[src/rtl/immgen_pkg.sv]
// Shared encodings for the immediate generator: format codes, skid states,
// RV base opcodes and the per-XLEN opcode legality check.
package immgen_pkg;

    typedef enum logic [2:0] {
        FMT_R    = 3'd0,
        FMT_I    = 3'd1,
        FMT_S    = 3'd2,
        FMT_B    = 3'd3,
        FMT_U    = 3'd4,
        FMT_J    = 3'd5,
        FMT_SH   = 3'd6,
        FMT_NONE = 3'd7
    } fmt_t;

    typedef enum logic [1:0] {
        SKID_EMPTY = 2'd0,
        SKID_ONE   = 2'd1,
        SKID_TWO   = 2'd2
    } skid_state_t;

    localparam logic [6:0] OP_LUI      = 7'b0110111;
    localparam logic [6:0] OP_AUIPC    = 7'b0010111;
    localparam logic [6:0] OP_LOAD     = 7'b0000011;
    localparam logic [6:0] OP_JALR     = 7'b1100111;
    localparam logic [6:0] OP_MISC_MEM = 7'b0001111;
    localparam logic [6:0] OP_SYSTEM   = 7'b1110011;
    localparam logic [6:0] OP_STORE    = 7'b0100011;
    localparam logic [6:0] OP_BRANCH   = 7'b1100011;
    localparam logic [6:0] OP_JAL      = 7'b1101111;
    localparam logic [6:0] OP_OP       = 7'b0110011;
    localparam logic [6:0] OP_OP_32    = 7'b0111011;
    localparam logic [6:0] OP_IMM      = 7'b0010011;
    localparam logic [6:0] OP_IMM_32   = 7'b0011011;

    // Word-sized (*W) opcodes only exist on RV64.
    function automatic logic xlen_legal(input logic [6:0] op, input int xlen);
        if (op == OP_OP_32 || op == OP_IMM_32) return (xlen == 64);
        return 1'b1;
    endfunction

endpackage

[src/rtl/immgen_decode.sv]
// Combinational RV immediate decode: instruction word -> {imm, fmt, illegal}.
module immgen_decode
    import immgen_pkg::*;
#(
    parameter int XLEN = 32
) (
    input  logic [31:0]     instr,
    output logic [XLEN-1:0] imm,
    output fmt_t            fmt,
    output logic            illegal
);

    logic [6:0]        op;
    logic [2:0]        funct3;
    logic              is_shift;
    logic signed [31:0] i_imm, s_imm, b_imm, j_imm, u_imm;
    logic [5:0]        shamt, shamt_w;

    assign op       = instr[6:0];
    assign funct3   = instr[14:12];
    assign is_shift = (funct3 == 3'd1) || (funct3 == 3'd5);

    assign i_imm = {{20{instr[31]}}, instr[31:20]};
    assign s_imm = {{20{instr[31]}}, instr[31:25], instr[11:7]};
    assign b_imm = {{19{instr[31]}}, instr[31], instr[7], instr[30:25], instr[11:8], 1'b0};
    assign j_imm = {{11{instr[31]}}, instr[31], instr[19:12], instr[20], instr[30:21], 1'b0};
    assign u_imm = {instr[31:12], 12'b0};

    // Bit 30 (arith/logical select) never leaks into the shift amount.
    assign shamt   = (XLEN == 64) ? instr[25:20] : {1'b0, instr[24:20]};
    assign shamt_w = {1'b0, instr[24:20]};

    always_comb begin
        imm     = '0;
        fmt     = FMT_NONE;
        illegal = 1'b0;
        if (instr[1:0] != 2'b11 || !xlen_legal(op, XLEN)) begin
            illegal = 1'b1;
        end else begin
            case (op)
                OP_LUI, OP_AUIPC: begin
                    fmt = FMT_U;
                    imm = XLEN'(u_imm);
                end
                OP_LOAD, OP_JALR, OP_MISC_MEM, OP_SYSTEM: begin
                    fmt = FMT_I;
                    imm = XLEN'(i_imm);
                end
                OP_STORE: begin
                    fmt = FMT_S;
                    imm = XLEN'(s_imm);
                end
                OP_BRANCH: begin
                    fmt = FMT_B;
                    imm = XLEN'(b_imm);
                end
                OP_JAL: begin
                    fmt = FMT_J;
                    imm = XLEN'(j_imm);
                end
                OP_OP, OP_OP_32: fmt = FMT_R;
                OP_IMM: begin
                    fmt = is_shift ? FMT_SH : FMT_I;
                    imm = is_shift ? XLEN'(shamt) : XLEN'(i_imm);
                end
                OP_IMM_32: begin
                    fmt = is_shift ? FMT_SH : FMT_I;
                    imm = is_shift ? XLEN'(shamt_w) : XLEN'(i_imm);
                end
                default: illegal = 1'b1;
            endcase
        end
    end

endmodule

[src/rtl/immgen_pipe.sv]
// Decode-stage immediate generator: one-cycle decode into a 2-entry skid
// buffer so in_ready is purely a registered signal.
module immgen_pipe
    import immgen_pkg::*;
#(
    parameter int XLEN = 32
) (
    input  logic            clk,
    input  logic            rst,
    input  logic            flush,
    input  logic            in_valid,
    output logic            in_ready,
    input  logic [31:0]     in_instr,
    output logic            out_valid,
    input  logic            out_ready,
    output logic [31:0]     out_instr,
    output logic [XLEN-1:0] out_imm,
    output logic [2:0]      out_fmt,
    output logic            out_illegal
);

    logic [XLEN-1:0] dec_imm;
    fmt_t            dec_fmt;
    logic            dec_ill;

    immgen_decode #(.XLEN(XLEN)) u_decode (
        .instr   (in_instr),
        .imm     (dec_imm),
        .fmt     (dec_fmt),
        .illegal (dec_ill)
    );

    skid_state_t state, state_nxt;
    logic        rdy_q;
    logic        acc, pop;
    logic        ld_main_in, ld_main_skid, ld_skid;

    fmt_t            main_fmt, skid_fmt;
    logic [31:0]     skid_instr;
    logic [XLEN-1:0] skid_imm;
    logic            skid_ill;

    assign in_ready = rdy_q;
    assign acc      = in_valid && rdy_q;
    assign pop      = (state != SKID_EMPTY) && out_ready;
    assign out_fmt  = main_fmt;

    always_ff @(posedge clk or posedge rst) begin
        if (rst) state <= SKID_EMPTY;
        else     state <= state_nxt;
    end

    always_comb begin
        state_nxt = state;
        if (flush) begin
            state_nxt = SKID_EMPTY;
        end else begin
            case (state)
                SKID_EMPTY: if (acc) state_nxt = SKID_ONE;
                SKID_ONE: begin
                    if (acc && !pop)      state_nxt = SKID_TWO;
                    else if (pop && !acc) state_nxt = SKID_EMPTY;
                end
                SKID_TWO:   if (pop) state_nxt = SKID_ONE;
                default:    state_nxt = SKID_EMPTY;
            endcase
        end
    end

    always_comb begin
        out_valid    = (state != SKID_EMPTY);
        ld_main_in   = 1'b0;
        ld_main_skid = 1'b0;
        ld_skid      = 1'b0;
        if (!flush) begin
            case (state)
                SKID_EMPTY: ld_main_in = acc;
                SKID_ONE: begin
                    ld_main_in = acc && pop;
                    ld_skid    = acc && !pop;
                end
                SKID_TWO:   ld_main_skid = pop;
                default: ;
            endcase
        end
    end

    // Ready is 0 in reset and tracks the state the buffer is about to enter.
    always_ff @(posedge clk or posedge rst) begin
        if (rst) rdy_q <= 1'b0;
        else     rdy_q <= (state_nxt != SKID_TWO);
    end

    always_ff @(posedge clk or posedge rst) begin
        if (rst) begin
            out_instr   <= '0;
            out_imm     <= '0;
            main_fmt    <= FMT_NONE;
            out_illegal <= 1'b0;
        end else if (ld_main_in) begin
            out_instr   <= in_instr;
            out_imm     <= dec_imm;
            main_fmt    <= dec_fmt;
            out_illegal <= dec_ill;
        end else if (ld_main_skid) begin
            out_instr   <= skid_instr;
            out_imm     <= skid_imm;
            main_fmt    <= skid_fmt;
            out_illegal <= skid_ill;
        end
    end

    always_ff @(posedge clk or posedge rst) begin
        if (rst) begin
            skid_instr <= '0;
            skid_imm   <= '0;
            skid_fmt   <= FMT_NONE;
            skid_ill   <= 1'b0;
        end else if (ld_skid) begin
            skid_instr <= in_instr;
            skid_imm   <= dec_imm;
            skid_fmt   <= dec_fmt;
            skid_ill   <= dec_ill;
        end
    end

endmodule

[config.mk]
export PLATFORM = sky130hd
export DESIGN_NAME = immgen_pipe
export DESIGN_NICKNAME = d
export VERILOG_FILES = /design/src/rtl/immgen_pkg.sv /design/src/rtl/immgen_decode.sv /design/src/rtl/immgen_pipe.sv
export SDC_FILE = /design/constraint.sdc
export NUM_CORES = 1
export LEC_CHECK = 0
export ABC_AREA = 1
export CORE_MARGIN = 5
export CORE_UTILIZATION = 54
export DETAILED_ROUTE_END_ITERATION = 6
export PLACE_DENSITY = 0.77
export SYNTH_ARGS = -nofsm -noshare
export SYNTH_HDL_FRONTEND = slang
export SYNTH_SLANG_ARGS = --single-unit
[constraint.sdc]
create_clock -name clk -period 5.4 [get_ports clk]
set_input_delay 1.08 -clock clk [delete_from_list [all_inputs] [get_ports clk]]
set_output_delay 1.08 -clock clk [all_outputs]
set_load 0.02 [all_outputs]
==> out/results.tsv, run 1 <==
metric	value	unit
grt.total_usage	26.1	%
pin_count	107	
layout.nets	914	
power.static_leakage	3.92	nW
status	finished clean	
n_antenna_cell	0	
slew_headroom	18.0	%
die_area	14600	um2
wl	18.3	mm
synth-compound-area-share	16.0	%
finalPower	3.08	mW
clock_latency	0.42	ns
cp-start-kind	input pin	
drive_gt1_share	13.7	%
fin_util	69.1	%
syn_avg_cell_area	8.41	um2
cts_tree	built	
max_stage_delay	0.83	ns
hp-start	skid_imm[30]$_DFFE_PP0P_	
vias	5962	
grt_pass1_wl	29.9	mm
critical_path_arrival	3.85	ns
hpwlAfterDp	11.9	mm
rsz0062_at_grt	no	
cts_buffer_depth	2	
antenna_found_initial	0	
clockRootBuffer	clkbuf_16	
setup_viol	0	
dp_slack	1.35	ns
worstRegToRegCells	6	
place.gp.congestion	0.870	
ys_ff_latch	139	
drt_iter0_drc	603	
timing.setup.tns	0	ns
cp_slowest_cell	inv_1	
drtAntennaViolNets	0	
htree_levels	4	
synth_xor_area_share	0	%
r2r-start	state[0]$_DFF_PP0_	
min_period	3.61	ns
grt_max_degree	101	
die_w	121	um
post_drt_wl_per_cell	17.7	um
port_buffers	106	
min_to	skid_imm[30]$_DFFE_PP0P_	
hold_ws	0.488	ns
crit_fanout	38	
cts_setup_buffers	0	
fmax	277	MHz
min_path_cells	2	
synthesis.area	6640	um2
initial_core_util	55.3	%
critPathKind	input pin to register	
overflow	0	
maxSlewViolCount	0	
synth_warnings	0	
rr_endpoint	state[0]$_DFF_PP0_	
synthCells	790	
cts_hold_buf	0	
crit_chain	clkdlybuf4s50_1 -> inv_1 -> nand2_1 -> nand3_1 -> buf_4 -> nand2_1 -> inv_1 -> o41ai_1	
dieHeight	121	um
clk_pin_slew_worst_paths	0.06	ns
synth.mux.area_fraction	0	%
critPathCaptureType	register	
cap_violations	0	
cts.sinks	139	
ff2ff_setup_slack	2.55	ns
grt_pass1_vias	5906	
vias_per_cell	5.75	
firstDrtPassIters	5	
fin_crit_sh	66.9	%
cts_buffers	17	
powerDensity	372	nW/um2
finalHoldViolations	0	
core_area	12000	um2
ir_drop	0.000220	V
required	5.64	ns
drc	0	
seq_area_frac_synth	52.5	%
async_flop_share	100	%
synth-edff-count	0	
worst_pin_slew	1.22	ns
min_path_type	register to register	
synth_top_flop_cell	dfrtp_1	
num_rows	40	
cts_resized	0	
synth_fp_nets	827	
worst_slack	1.79	ns
synth-simple-area-share	24.4	%
synth_top_family_by_area	simple AND/OR/NAND/NOR gates	
clock_skew	0.00678	ns
area_growth	24.9	%
synth.distinct_cells	30	
synth_fa_ha_area_share	0	%
[placed cells by master, fill, tap and decap left out, types with 14 or more instances in the layout]
cell	n
o211ai_1	24
a21oi_1	54
dfrtp_1	133
inv_1	65
clkbuf_16	17
o21ai_1	16
nand2_1	253
nand2_2	26
nor2_1	18
a21oi_2	14
o21ai_0	50
nand3_1	27
nand3_2	19
clkdlybuf4s50_1	106
[final cells by class]
cell class / count / area (um2)
fill: 954 / 3720
tap: 147 / 184
timing repair buffer: 113 / 1110
clock inverter: 8 / 67.6
inverter: 72 / 275
sequential: 139 / 3490
clock buffer: 23 / 488
multi-input combinational: 534 / 2680
[worst max path at each step]
stage | start | to | slack [ns]
floorplan | rst | in_ready$_DFF_PP0_ | 0.61
global route | out_ready | out_instr[29]$_DFFE_PP0P_ | 1.66
detailed placement | out_ready | state[0]$_DFF_PP0_ | 1.35
CTS | out_ready | state[0]$_DFF_PP0_ | 1.82
global placement | out_ready | state[0]$_DFF_PP0_ | 1.47
finish | out_ready | state[0]$_DFF_PP0_ | 1.79
[report_power, final]
| part | switching [mW] | leakage (nW) | total [mW] | internal (mW) |
|---|---|---|---|---|
| clock | 0.431 | 0.278 | 1.10 | 0.674 |
| sequential | 0.0887 | 1.72 | 1.32 | 1.23 |
| combinational | 0.380 | 1.92 | 0.663 | 0.283 |
[state kept, by name, indices dropped and copies added (netlist names)]
name	count
skid_ill	1
state	2
in_ready	1
skid_fmt	3
skid_instr	32
out_illegal	1
out_instr	32
out_imm	32
out_fmt	3
skid_imm	32
[through the flow]
step | instances | instance area, um2
3_5_place_dp | 1005 | 7740
5_1_grt | 1036 | 8290
3_3_place_gp | 1005 | 7740
2_1_floorplan | 790 | 6640
4_1_cts | 1036 | 8290
6_report | 1036 | 8290
[metal layers]
metal	vias to the layer above	track usage, %	wire length (um)
met1	2914	33.5	7640
met2	246	41.6	8840
met4	0	13.1	685
met5	-	0	0
li1	2744	-	-
met3	58	5.92	1130
[cell usage after synthesis (3+ instances only)]
library cell	instances	area (um2)
nand2_1	254	953
dfrtp_1	133	3330
inv_1	67	251
a21oi_1	54	270
o21ai_0	50	250
nand3_1	27	135
clkbuf_1	25	93.8
nand2_2	25	156
o211ai_1	24	180
nand3_2	19	190
nor2_1	18	67.6
o21ai_1	16	80.1
a21oi_2	14	123
buf_2	14	70.1
o221ai_1	11	96.3
dfstp_2	6	158
o21ai_2	5	43.8
inv_2	4	15.0
nor2_2	4	25.0
nor3_1	4	20.0
buf_1	3	11.3
buf_6	3	33.8
nor2_4	3	33.8
[critical path: cells and delay by family]
kind	cells	cell delay, ns
simple gates	3	0.68
compound gates	1	0.24
buf+inv	4	1.82
[logic make-up (layout without fill, tap and decap cells)]
kind of cell / count (synthesis) / after routing
AO/OA/AOI/OAI: 176 / 176
buffers and inverters: 117 / 216
AND/OR/NAND/NOR: 358 / 358
flip-flops: 139 / 139
Power figures use the tool's default switching activity.
==> run 2: changes to the inputs <==
clock period = 3.75 ns   (was 5.4 ns; I/O delays follow)
==> run 2 against run 1 <==
Against the previous run:
- wire length is essentially flat
- sequential share of layout area shrank 0.77 points
- core utilization grew 1.3 points
- via count shrank 0.82%
- design area grew 1.9%
- non-clock buffer count grew 8
- clock power grew 65%
- first-iteration DRC count shrank 19%
- critical path type unchanged
- critical endpoint is now skid_imm[21]$_DFFE_PP0P_
- highest routed layer unchanged
==> out/results.tsv, run 2 (synthesis results as in run 1) <==
metric	value	unit
critPathCaptureType	register	
area_growth	27.2	%
drive_gt1_share	14.6	%
wl	18.3	mm
maxSlewViolCount	0	
max_stage_delay	0.49	ns
crit_fanout	21	
grt_pass1_wl	30.2	mm
crit_chain	clkdlybuf4s50_1 -> nand2_2 -> inv_2 -> nand2_1 -> nor2_2 -> nor2_2 -> nand2_4 -> nand2_2 -> nand3_2 -> nand2_2 -> o21ai_1	
fmax	405	MHz
grt.total_usage	26.2	%
switching_share	27.8	%
cap_violations	0	
place.gp.congestion	0.908	
powerDensity	553	nW/um2
critPathKind	input pin to register	
vias_per_cell	5.66	
clk_pin_slew_worst_paths	0.06	ns
slew_headroom	56.7	%
cp_slowest_cell	clkdlybuf4s50_1	
fin_area	8450	um2
worst_slack	1.28	ns
fin_crit_sh	65.9	%
die_area	14600	um2
ff2ff_setup_slack	1.82	ns
cts_buffers	17	
clkPwrFrac	38.8	%
place_area	7810	um2
cts_hold_buf	0	
finalHoldViolations	0	
hpwlAfterDp	12.3	mm
grt_max_degree	73	
drtAntennaViolNets	0	
r2r-start	state[1]$_DFF_PP0_	
pin_count	107	
cts_setup_buffers	0	
final_common_cell	nand2_1	
critical_path_arrival	2.74	ns
overflow	0	
cts_buffer_depth	2	
layout.nets	922	
final_cell_mix	253 x nand2_1, 133 x dfrtp_1, 106 x clkdlybuf4s50_1	
min_path_cells	2	
power.static_leakage	3.98	nW
clock_latency	0.42	ns
setup_viol	0	
die_w	121	um
rr_endpoint	out_imm[27]$_DFFE_PP0P_	
post_drt_wl_per_cell	17.5	um
worstRegToRegCells	9	
n_antenna_cell	0	
clock_skew	0.00779	ns
num_rows	40	
vias	5913	
port_buffers	106	
grt_pass1_vias	5969	
internal_power	3.37	mW
ir_drop	0.000377	V
min_period	2.47	ns
power_frac_seq	40.5	%
power_frac_comb	20.6	%
core_area	12000	um2
netSwitchingPower	1.30	mW
required	4.02	ns
dieHeight	121	um
min_path_type	register to register	
drt_iter0_drc	489	
dp_slack	0.873	ns
rsz0062_at_grt	no	
cpMostUsedCell	nand2_2	
critPathCapture	skid_imm[21]$_DFFE_PP0P_	
cts_tree	built	
cts.sinks	139	
antenna_found_initial	0	
drc	0	
firstDrtPassIters	5	
clockRootBuffer	clkbuf_16	
worst_pin_slew	0.650	ns
initial_core_util	55.3	%
startpoint	in_instr[0]	
timing.setup.tns	0	ns
status	finished clean	
cp-start-kind	input pin	
cts_resized	0	
htree_levels	4	
[run 2: worst min-delay path by stage]
stage	startpoint	endpoint	slack, ns
6_report	skid_imm[7]$_DFFE_PP0P_	skid_imm[7]$_DFFE_PP0P_	0.49
5_1_grt	skid_imm[24]$_DFFE_PP0P_	skid_imm[24]$_DFFE_PP0P_	0.51
4_1_cts	skid_imm[4]$_DFFE_PP0P_	skid_imm[4]$_DFFE_PP0P_	0.49
3_5_place_dp	skid_imm[19]$_DFFE_PP0P_	skid_imm[19]$_DFFE_PP0P_	0.47
3_3_place_gp	skid_imm[30]$_DFFE_PP0P_	skid_imm[30]$_DFFE_PP0P_	0.46
2_1_floorplan	skid_imm[0]$_DFFE_PP0P_	skid_imm[0]$_DFFE_PP0P_	0.45
[run 2: area by class of cell]
type	count	area, um2
fill	961	3560
sequential	139	3490
multi-input combinational	534	2680
timing repair buffer	121	1190
clock buffer	19	443
inverter	72	274
clock inverter	12	196
tap	147	184
[run 2: stage by stage]
step / utilization (%) / hold slack, ns / power, mW / std cells
after floorplan: - / 0.453 / 2.42 / 790
after global placement: 65.0 / 0.465 / 2.84 / 1013
after detailed placement: 65.0 / 0.474 / 2.88 / 1013
after CTS: 70.3 / 0.490 / 4.69 / 1044
after global routing: 70.3 / 0.514 / 4.88 / 1044
final: 70.3 / 0.490 / 4.67 / 1044
[run 2: metal layers]
| metal | vias up | share of wire, % | GRT usage (%) |
|---|---|---|---|
| met2 | 232 | 49 | 42.3 |
| li1 | 2753 | - | - |
| met3 | 52 | 5.5 | 4.90 |
| met4 | 0 | 3.4 | 12.8 |
| met1 | 2876 | 42 | 33.9 |
| met5 | - | 0 | 0 |
[run 2: critical path: cells and delay by family]
kind            cells  cell delay [ns]
simple gates        8             1.33
buf+inv             2             0.56
compound gates      1             0.08
[run 2: power by group through the flow]
| stage | sequential [mW] | combinational [mW] | clock [mW] |
|---|---|---|---|
| CTS | 1.89 | 0.973 | 1.83 |
| global route | 1.92 | 1.05 | 1.91 |
| detailed placement | 1.91 | 0.963 | 0 |
| finish | 1.89 | 0.964 | 1.81 |
| floorplan | 2.05 | 0.365 | 0 |
| global placement | 1.91 | 0.937 | 0 |
